**src/rtl/demapper_stream_wifi.sv**
```systemverilog
// demapper_stream_wifi
//   Hard-decision 802.11a demapper with a per-symbol selectable modulation
//   (BPSK/QPSK/16QAM/64QAM). It queues demapped words in a small FIFO and
//   streams them out one bit per handshake, with b0 of each symbol first.
//
// Ports
//   clk           single clock
//   reset         asynchronous, active-low reset
//   flush         synchronous clear of the FIFO and the serializer
//   mod_sel       0 BPSK, 1 QPSK, 2 16QAM, 3 64QAM; sampled with each symbol
//   valid_in      symbol valid
//   ready_out     a symbol can be accepted (FIFO not full)
//   data_in_real  I sample, two's complement
//   data_in_imag  Q sample, two's complement
//   valid_out     data_out holds a valid bit
//   ready_in      downstream accepts the bit
//   data_out      serial hard bit
//   fifo_level    words queued in the FIFO (the word in the serializer is excluded)

module demapper_stream_wifi #(
    parameter int unsigned       DATA_W     = 12,
    parameter int unsigned       FIFO_DEPTH = 4,
    parameter logic [DATA_W-1:0] TH16       = 12'd648,
    parameter logic [DATA_W-1:0] TH64_2     = 12'd316,
    parameter logic [DATA_W-1:0] TH64_4     = 12'd632,
    parameter logic [DATA_W-1:0] TH64_6     = 12'd948
) (
    input  logic                          clk,
    input  logic                          reset,
    input  logic                          flush,
    input  logic [1:0]                    mod_sel,
    input  logic                          valid_in,
    output logic                          ready_out,
    input  logic [DATA_W-1:0]             data_in_real,
    input  logic [DATA_W-1:0]             data_in_imag,
    output logic                          valid_out,
    input  logic                          ready_in,
    output logic                          data_out,
    output logic [$clog2(FIFO_DEPTH):0]   fifo_level
);

    localparam int unsigned PTR_W = $clog2(FIFO_DEPTH);
    localparam int unsigned LVL_W = PTR_W + 1;

    typedef enum logic {StIdle, StShift} ser_state_e;

    // Magnitude of a two's complement sample; the most-negative value saturates
    // to the largest positive value so it still lands in the outermost region.
    function automatic logic [DATA_W-1:0] mag(input logic [DATA_W-1:0] x);
        logic [DATA_W-1:0] n;
        if (!x[DATA_W-1]) begin
            return x;
        end
        n = ~x + 1'b1;
        if (n[DATA_W-1]) begin
            return {1'b0, {(DATA_W-1){1'b1}}};
        end
        return n;
    endfunction

    function automatic logic [2:0] nbpsc(input logic [1:0] m);
        case (m)
            2'd0:    return 3'd1;
            2'd1:    return 3'd2;
            2'd2:    return 3'd4;
            default: return 3'd6;
        endcase
    endfunction

    // ------------------------------------------------------------------
    // Combinational demap
    // ------------------------------------------------------------------
    logic [DATA_W-1:0] mag_i;
    logic [DATA_W-1:0] mag_q;
    logic              sgn_i;
    logic              sgn_q;
    logic [5:0]        demap_word;

    always_comb begin
        mag_i      = mag(data_in_real);
        mag_q      = mag(data_in_imag);
        // Zero counts as positive.
        sgn_i      = ~data_in_real[DATA_W-1];
        sgn_q      = ~data_in_imag[DATA_W-1];
        demap_word = '0;
        case (mod_sel)
            2'd0: begin
                demap_word[0] = sgn_i;
            end
            2'd1: begin
                demap_word[0] = sgn_i;
                demap_word[1] = sgn_q;
            end
            2'd2: begin
                demap_word[0] = sgn_i;
                demap_word[1] = (mag_i < TH16);
                demap_word[2] = sgn_q;
                demap_word[3] = (mag_q < TH16);
            end
            default: begin
                demap_word[0] = sgn_i;
                demap_word[1] = (mag_i < TH64_4);
                demap_word[2] = (mag_i >= TH64_2) && (mag_i < TH64_6);
                demap_word[3] = sgn_q;
                demap_word[4] = (mag_q < TH64_4);
                demap_word[5] = (mag_q >= TH64_2) && (mag_q < TH64_6);
            end
        endcase
    end

    // ------------------------------------------------------------------
    // Word FIFO
    // ------------------------------------------------------------------
    logic [5:0]       word_mem [FIFO_DEPTH];
    logic [1:0]       mode_mem [FIFO_DEPTH];
    logic [PTR_W:0]   wr_ptr_q;
    logic [PTR_W:0]   rd_ptr_q;
    logic             rdy_en_q;
    logic             fifo_empty;
    logic             fifo_full;
    logic             push;
    logic             pop;
    logic [5:0]       head_word;
    logic [1:0]       head_mode;

    assign fifo_level = wr_ptr_q - rd_ptr_q;
    assign fifo_empty = (fifo_level == '0);
    assign fifo_full  = (fifo_level == LVL_W'(FIFO_DEPTH));
    // rdy_en_q keeps ready_out low while reset is asserted.
    assign ready_out  = rdy_en_q & ~fifo_full;
    assign push       = valid_in & ready_out & ~flush;
    assign head_word  = word_mem[rd_ptr_q[PTR_W-1:0]];
    assign head_mode  = mode_mem[rd_ptr_q[PTR_W-1:0]];

    always_ff @(posedge clk) begin
        if (push) begin
            word_mem[wr_ptr_q[PTR_W-1:0]] <= demap_word;
            mode_mem[wr_ptr_q[PTR_W-1:0]] <= mod_sel;
        end
    end

    always_ff @(posedge clk or negedge reset) begin
        if (!reset) begin
            wr_ptr_q <= '0;
            rd_ptr_q <= '0;
            rdy_en_q <= 1'b0;
        end else begin
            rdy_en_q <= 1'b1;
            if (flush) begin
                wr_ptr_q <= '0;
                rd_ptr_q <= '0;
            end else begin
                if (push) begin
                    wr_ptr_q <= wr_ptr_q + 1'b1;
                end
                if (pop) begin
                    rd_ptr_q <= rd_ptr_q + 1'b1;
                end
            end
        end
    end

    // ------------------------------------------------------------------
    // Serializer
    // ------------------------------------------------------------------
    ser_state_e state_q;
    ser_state_e state_d;
    logic [5:0] sh_q;
    logic [2:0] idx_q;
    logic [2:0] nbits_q;
    logic       load;
    logic       last_bit;
    logic       bit_hs;

    assign last_bit = (idx_q == nbits_q - 3'd1);
    assign bit_hs   = (state_q == StShift) & ready_in;

    always_comb begin
        state_d   = state_q;
        load      = 1'b0;
        valid_out = 1'b0;
        case (state_q)
            StIdle: begin
                if (!fifo_empty) begin
                    load    = 1'b1;
                    state_d = StShift;
                end
            end
            StShift: begin
                valid_out = 1'b1;
                if (ready_in && last_bit) begin
                    // Chain straight into the next word to avoid a bubble.
                    if (!fifo_empty) begin
                        load = 1'b1;
                    end else begin
                        state_d = StIdle;
                    end
                end
            end
            default: begin
                state_d = StIdle;
            end
        endcase
        if (flush) begin
            state_d = StIdle;
            load    = 1'b0;
        end
    end

    assign pop      = load;
    assign data_out = sh_q[0];

    always_ff @(posedge clk or negedge reset) begin
        if (!reset) begin
            state_q <= StIdle;
            sh_q    <= '0;
            idx_q   <= '0;
            nbits_q <= '0;
        end else begin
            state_q <= state_d;
            if (flush) begin
                sh_q    <= '0;
                idx_q   <= '0;
                nbits_q <= '0;
            end else if (load) begin
                sh_q    <= head_word;
                idx_q   <= '0;
                nbits_q <= nbpsc(head_mode);
            end else if (bit_hs) begin
                if (last_bit) begin
                    sh_q  <= '0;
                    idx_q <= '0;
                end else begin
                    sh_q  <= sh_q >> 1;
                    idx_q <= idx_q + 3'd1;
                end
            end
        end
    end

endmodule

```
**config.mk**
```make
export PLATFORM = sky130hd
export DESIGN_NAME = demapper_stream_wifi
export DESIGN_NICKNAME = d
export VERILOG_FILES = /design/src/rtl/demapper_stream_wifi.sv
export SDC_FILE = /design/constraint.sdc
export NUM_CORES = 1
export LEC_CHECK = 0
export ABC_CLOCK_PERIOD_IN_PS = 3500
export BUFFER_PORTS_ARGS = -buffer_cell sky130_fd_sc_hd__buf_4
export CAP_MARGIN = 5
export CELL_PAD_IN_SITES_DETAIL_PLACEMENT = 2
export CELL_PAD_IN_SITES_GLOBAL_PLACEMENT = 2
export CORE_MARGIN = 1.5
export CORE_UTILIZATION = 38
export DETAILED_ROUTE_END_ITERATION = 8
export GPL_TIMING_DRIVEN = 1
export PLACE_DENSITY = 0.82
export SETUP_SLACK_MARGIN = 0.4
export SLEW_MARGIN = 0
export SYNTH_ARGS = -nofsm -noshare
export SYNTH_HDL_FRONTEND = slang
export SYNTH_SLANG_ARGS = --single-unit
```
**constraint.sdc**
```tcl
create_clock -name clk -period 3.5 [get_ports clk]
set_input_delay 0 -clock clk [delete_from_list [all_inputs] [get_ports clk]]
set_output_delay 0 -clock clk [all_outputs]
set_load 0.03 [all_outputs]
```
==> impl_metrics.toml <==
[outcome]
status = "finished clean"

[worst_setup_path]
cp_slowest_cell = "dfrtp_1"
cp_cell_sequence = "buf_4 > ha_1 > fa_1 > xor2_1 > xnor2_1 > o21a_1 > nand2_1 > nor2_1 > and2_2"
startpoint_type = "flop"
required_ns = 3.50
ff2ff_path_depth = 9
worstPathArrival_ns = 2.77
r2r_start = "rd_ptr_q[0]"
crit_end = "mode_mem[1][1]"
regToRegSetupSlack_ns = 0.73
startpoint = "rd_ptr_q[0]"
worst-path-max-fanout = 11
critPathMaxStageDelay_ns = 0.38
crit_type = "flop to flop"
worst_setup_path_end_kind = "flop"
rr_endpoint = "mode_mem[1][1]"

[detailed_routing]
dr.pass1.iters = 5
wl_per_cell_um = 19.1
drc_errors = 0
drt_wl_total_mm = 8.45
drt_iter0_markers = 57
ant_nets = 0
num_vias = 2505
viasPerCell = 5.65

[grt]
grt_max_degree = 21
grt_overflow = 0
grt_pass1_vias = 2790
track_usage_pct = 20.6
grt_pass1_wl_mm = 14.2
antenna_found_initial = 0

[logic_synthesis]
synthesis.nets = 345
synth_commonest_cells = "edfxtp_1 (32), nor2_1 (23), nand2_1 (22), a21oi_1 (20), dfrtp_1 (20)"
synth_cells = 303
yosysWarningCount = 0
synth.most_common_cell = "edfxtp_1"
synth_top_area_cell = "edfxtp_1"
ys_ff_latch = 52
synthFlopType = "edfxtp_1"
yosysUniqueCellTypes = 60
synth-edff-count = 32
syn_area_um2 = 3180
synth.area.top_cells = "edfxtp_1 (30%), dfrtp_1 (16%), mux4_2 (5.7%)"
synth.avg_cell_area_um2 = 10.5
yosysTopAreaCellShare_pct = 30.2
seq_area_frac_synth_pct = 45.9
async_flop_share_pct = 38.5

[timing]
setup-tns-final_ns = 0
tightestPinTransition_ns = 0.686
fin_skew_ns = 0.0125
rsz0062_at_grt = "false"
final.period_utilization_pct = 79.2
fmax_mhz = 361
slew_violations = 0
slew_headroom_pct = 54.1
setup_violations = 0
hold_viol = 0
fin_crit_ns = 2.77

[power_and_ir_drop]
p_leak_nw = 1.39
intPower_w = 0.00125
pwr-share-seq_pct = 39.1
p_clk_share_pct = 17.0
pwr-share-comb_pct = 43.9
vdd_drop_max_mv = 0.225
p_sw_share_pct = 38.4
switchingPower_w = 0.000781
power_density_nw_per_um2 = 556

[clock_network]
clkTransAtPathRegs_ns = 0.10
clockRootBuffer = "clkbuf_8"
insertion_delay_ns = 0.31
clk_path_buf_depth = 2
htreeDepth = 2
tritoncts = "done"
cts-buffers-inserted = 5
post-cts-setup-buffers = 0
cts_sinks = 52

[floorplan]
start_util_pct = 39.0
die_area_um2 = 8940
chipHeight_um = 94.5
die_x_um = 94.5
ios = 37
rows = 33
core_um2 = 8180

[place]
place.gp.congestion = 0.789
portBuffers = 36
dpl.hpwl_mm = 6.72

[final_layout]
multi_input_area_um2 = 1600
n_fill_cell = 856
nets = 379
utilization_pct = 44.7
regArea_um2 = 1460
area_delta_synth_final_pct = 14.9
drive_gt1_share_pct = 20.1
diodes = 0

[flow_run]
cap_violations = 0

[worst_hold_path]
hold_path_class = "primary input to flop"
## routing by layer
metal / track usage, % / wire length, um / vias to the layer above
li1: - / - / 1212
met1: 25.7 / 3810 / 1242
met4: 6.09 / 85 / 0
met3: 2.58 / 205 / 8
met2: 37.2 / 4350 / 43
met5: 0 / 0 / -
## sequential cells by signal, summed over array words and instances, names as in the netlist
register and flops:
rd_ptr_q 3, rdy_en_q 1, mode_mem 8, nbits_q 3
state_q 1, wr_ptr_q 3, sh_q 6, idx_q 3
word_mem 24
## area by class of cell
class	instances	share of cell area, %
multi-input cells	221	43.8
flip-flops and latches	52	40.0
repair buffers	41	8.62
well taps	105	3.59
clock buffers	6	1.98
inverters	16	1.64
clock inverters	2	0.376
## timing repair
item	CTS	global route
hold buffers	3	0
endpoints found under the setup margin	0	32
hold endpoints to repair	28	0
resized for setup	0	4
## per-stage QoR
stage | power [W] | instance area [um^2] | setup WS [ns] | hold WS, ns | instances
2_1_floorplan | 0.00142 | 3180 | 0.842 | -0.296 | 303
3_3_place_gp | 0.00166 | 3540 | 0.831 | -0.0944 | 432
3_5_place_dp | 0.00171 | 3540 | 0.553 | -0.0955 | 432
4_1_cts | 0.00206 | 3650 | 0.538 | 0.0349 | 443
5_1_grt | 0.00219 | 3660 | 0.509 | 0.0477 | 443
6_report | 0.00203 | 3660 | 0.727 | 0.0344 | 443
## cell families after synthesis
family	Yosys count	synth area share, %
muxes	12	6.92
xor gates and xnor gates	15	4.60
other	1	0.118
buffers and inverters	30	3.93
adders and majority gates	11	4.56
AOI/OAI and AO/OA	78	16.9
DFF	52	45.9
and+or+nand+nor	104	17.1
## power by group through the flow
stage | clock [W] | combinational, W | sequential, W
2_1_floorplan | 0 | 0.000618 | 0.000801
3_3_place_gp | 0 | 0.000855 | 0.000802
3_5_place_dp | 0 | 0.000904 | 0.000810
4_1_cts | 0.000357 | 0.000910 | 0.000797
5_1_grt | 0.000379 | 0.00100 | 0.000807
6_report | 0.000347 | 0.000892 | 0.000794
## critical path: cells and delay by family (launching register included)
family          cells  cell delay (ns)
simple gates        3             0.64
fa+ha+maj           2             0.58
xor+xnor            2             0.43
flops               1             0.38
compound gates      1             0.23
buf+inv             1             0.20
## worst min-delay path by stage
stage / start / end / slack [ns] / cells after the start
2_1_floorplan: reset / idx_q[0] / -0.30 / 0
3_3_place_gp: reset / state_q / -0.09 / 1
3_5_place_dp: reset / state_q / -0.1 / 1
4_1_cts: flush / sh_q[5] / 0.03 / 2
5_1_grt: flush / sh_q[4] / 0.05 / 2
6_report: flush / sh_q[5] / 0.03 / 2
## cells in the final DEF, fill, tap and decap left out, types with 2 or more instances in the layout
cell / instances
and2_2: 4
nor2_1: 23
a31oi_1: 6
or3_4: 3
nand2_1: 22
nand2b_1: 7
a211oi_1: 3
xor2_1: 4
clkbuf_8: 5
a221oi_1: 5
or3_2: 2
xnor2_1: 10
o22ai_1: 3
or3_1: 7
a211o_1: 2
o32ai_1: 3
or2_2: 2
nand3_1: 4
buf_4: 38
inv_1: 16
nor3_1: 16
o31ai_1: 3
nor4_1: 4
mux2i_1: 4
edfxtp_1: 32
or4_1: 3
o41ai_1: 2
o21bai_1: 3
ha_1: 10
o21a_1: 3
and3_1: 2
a41oi_1: 2
dlygate4sd3_1: 3
dfrtp_1: 20
o21ai_0: 9
mux4_2: 8
a32oi_1: 2
a21oi_1: 20
Power figures use the tool's default switching activity.
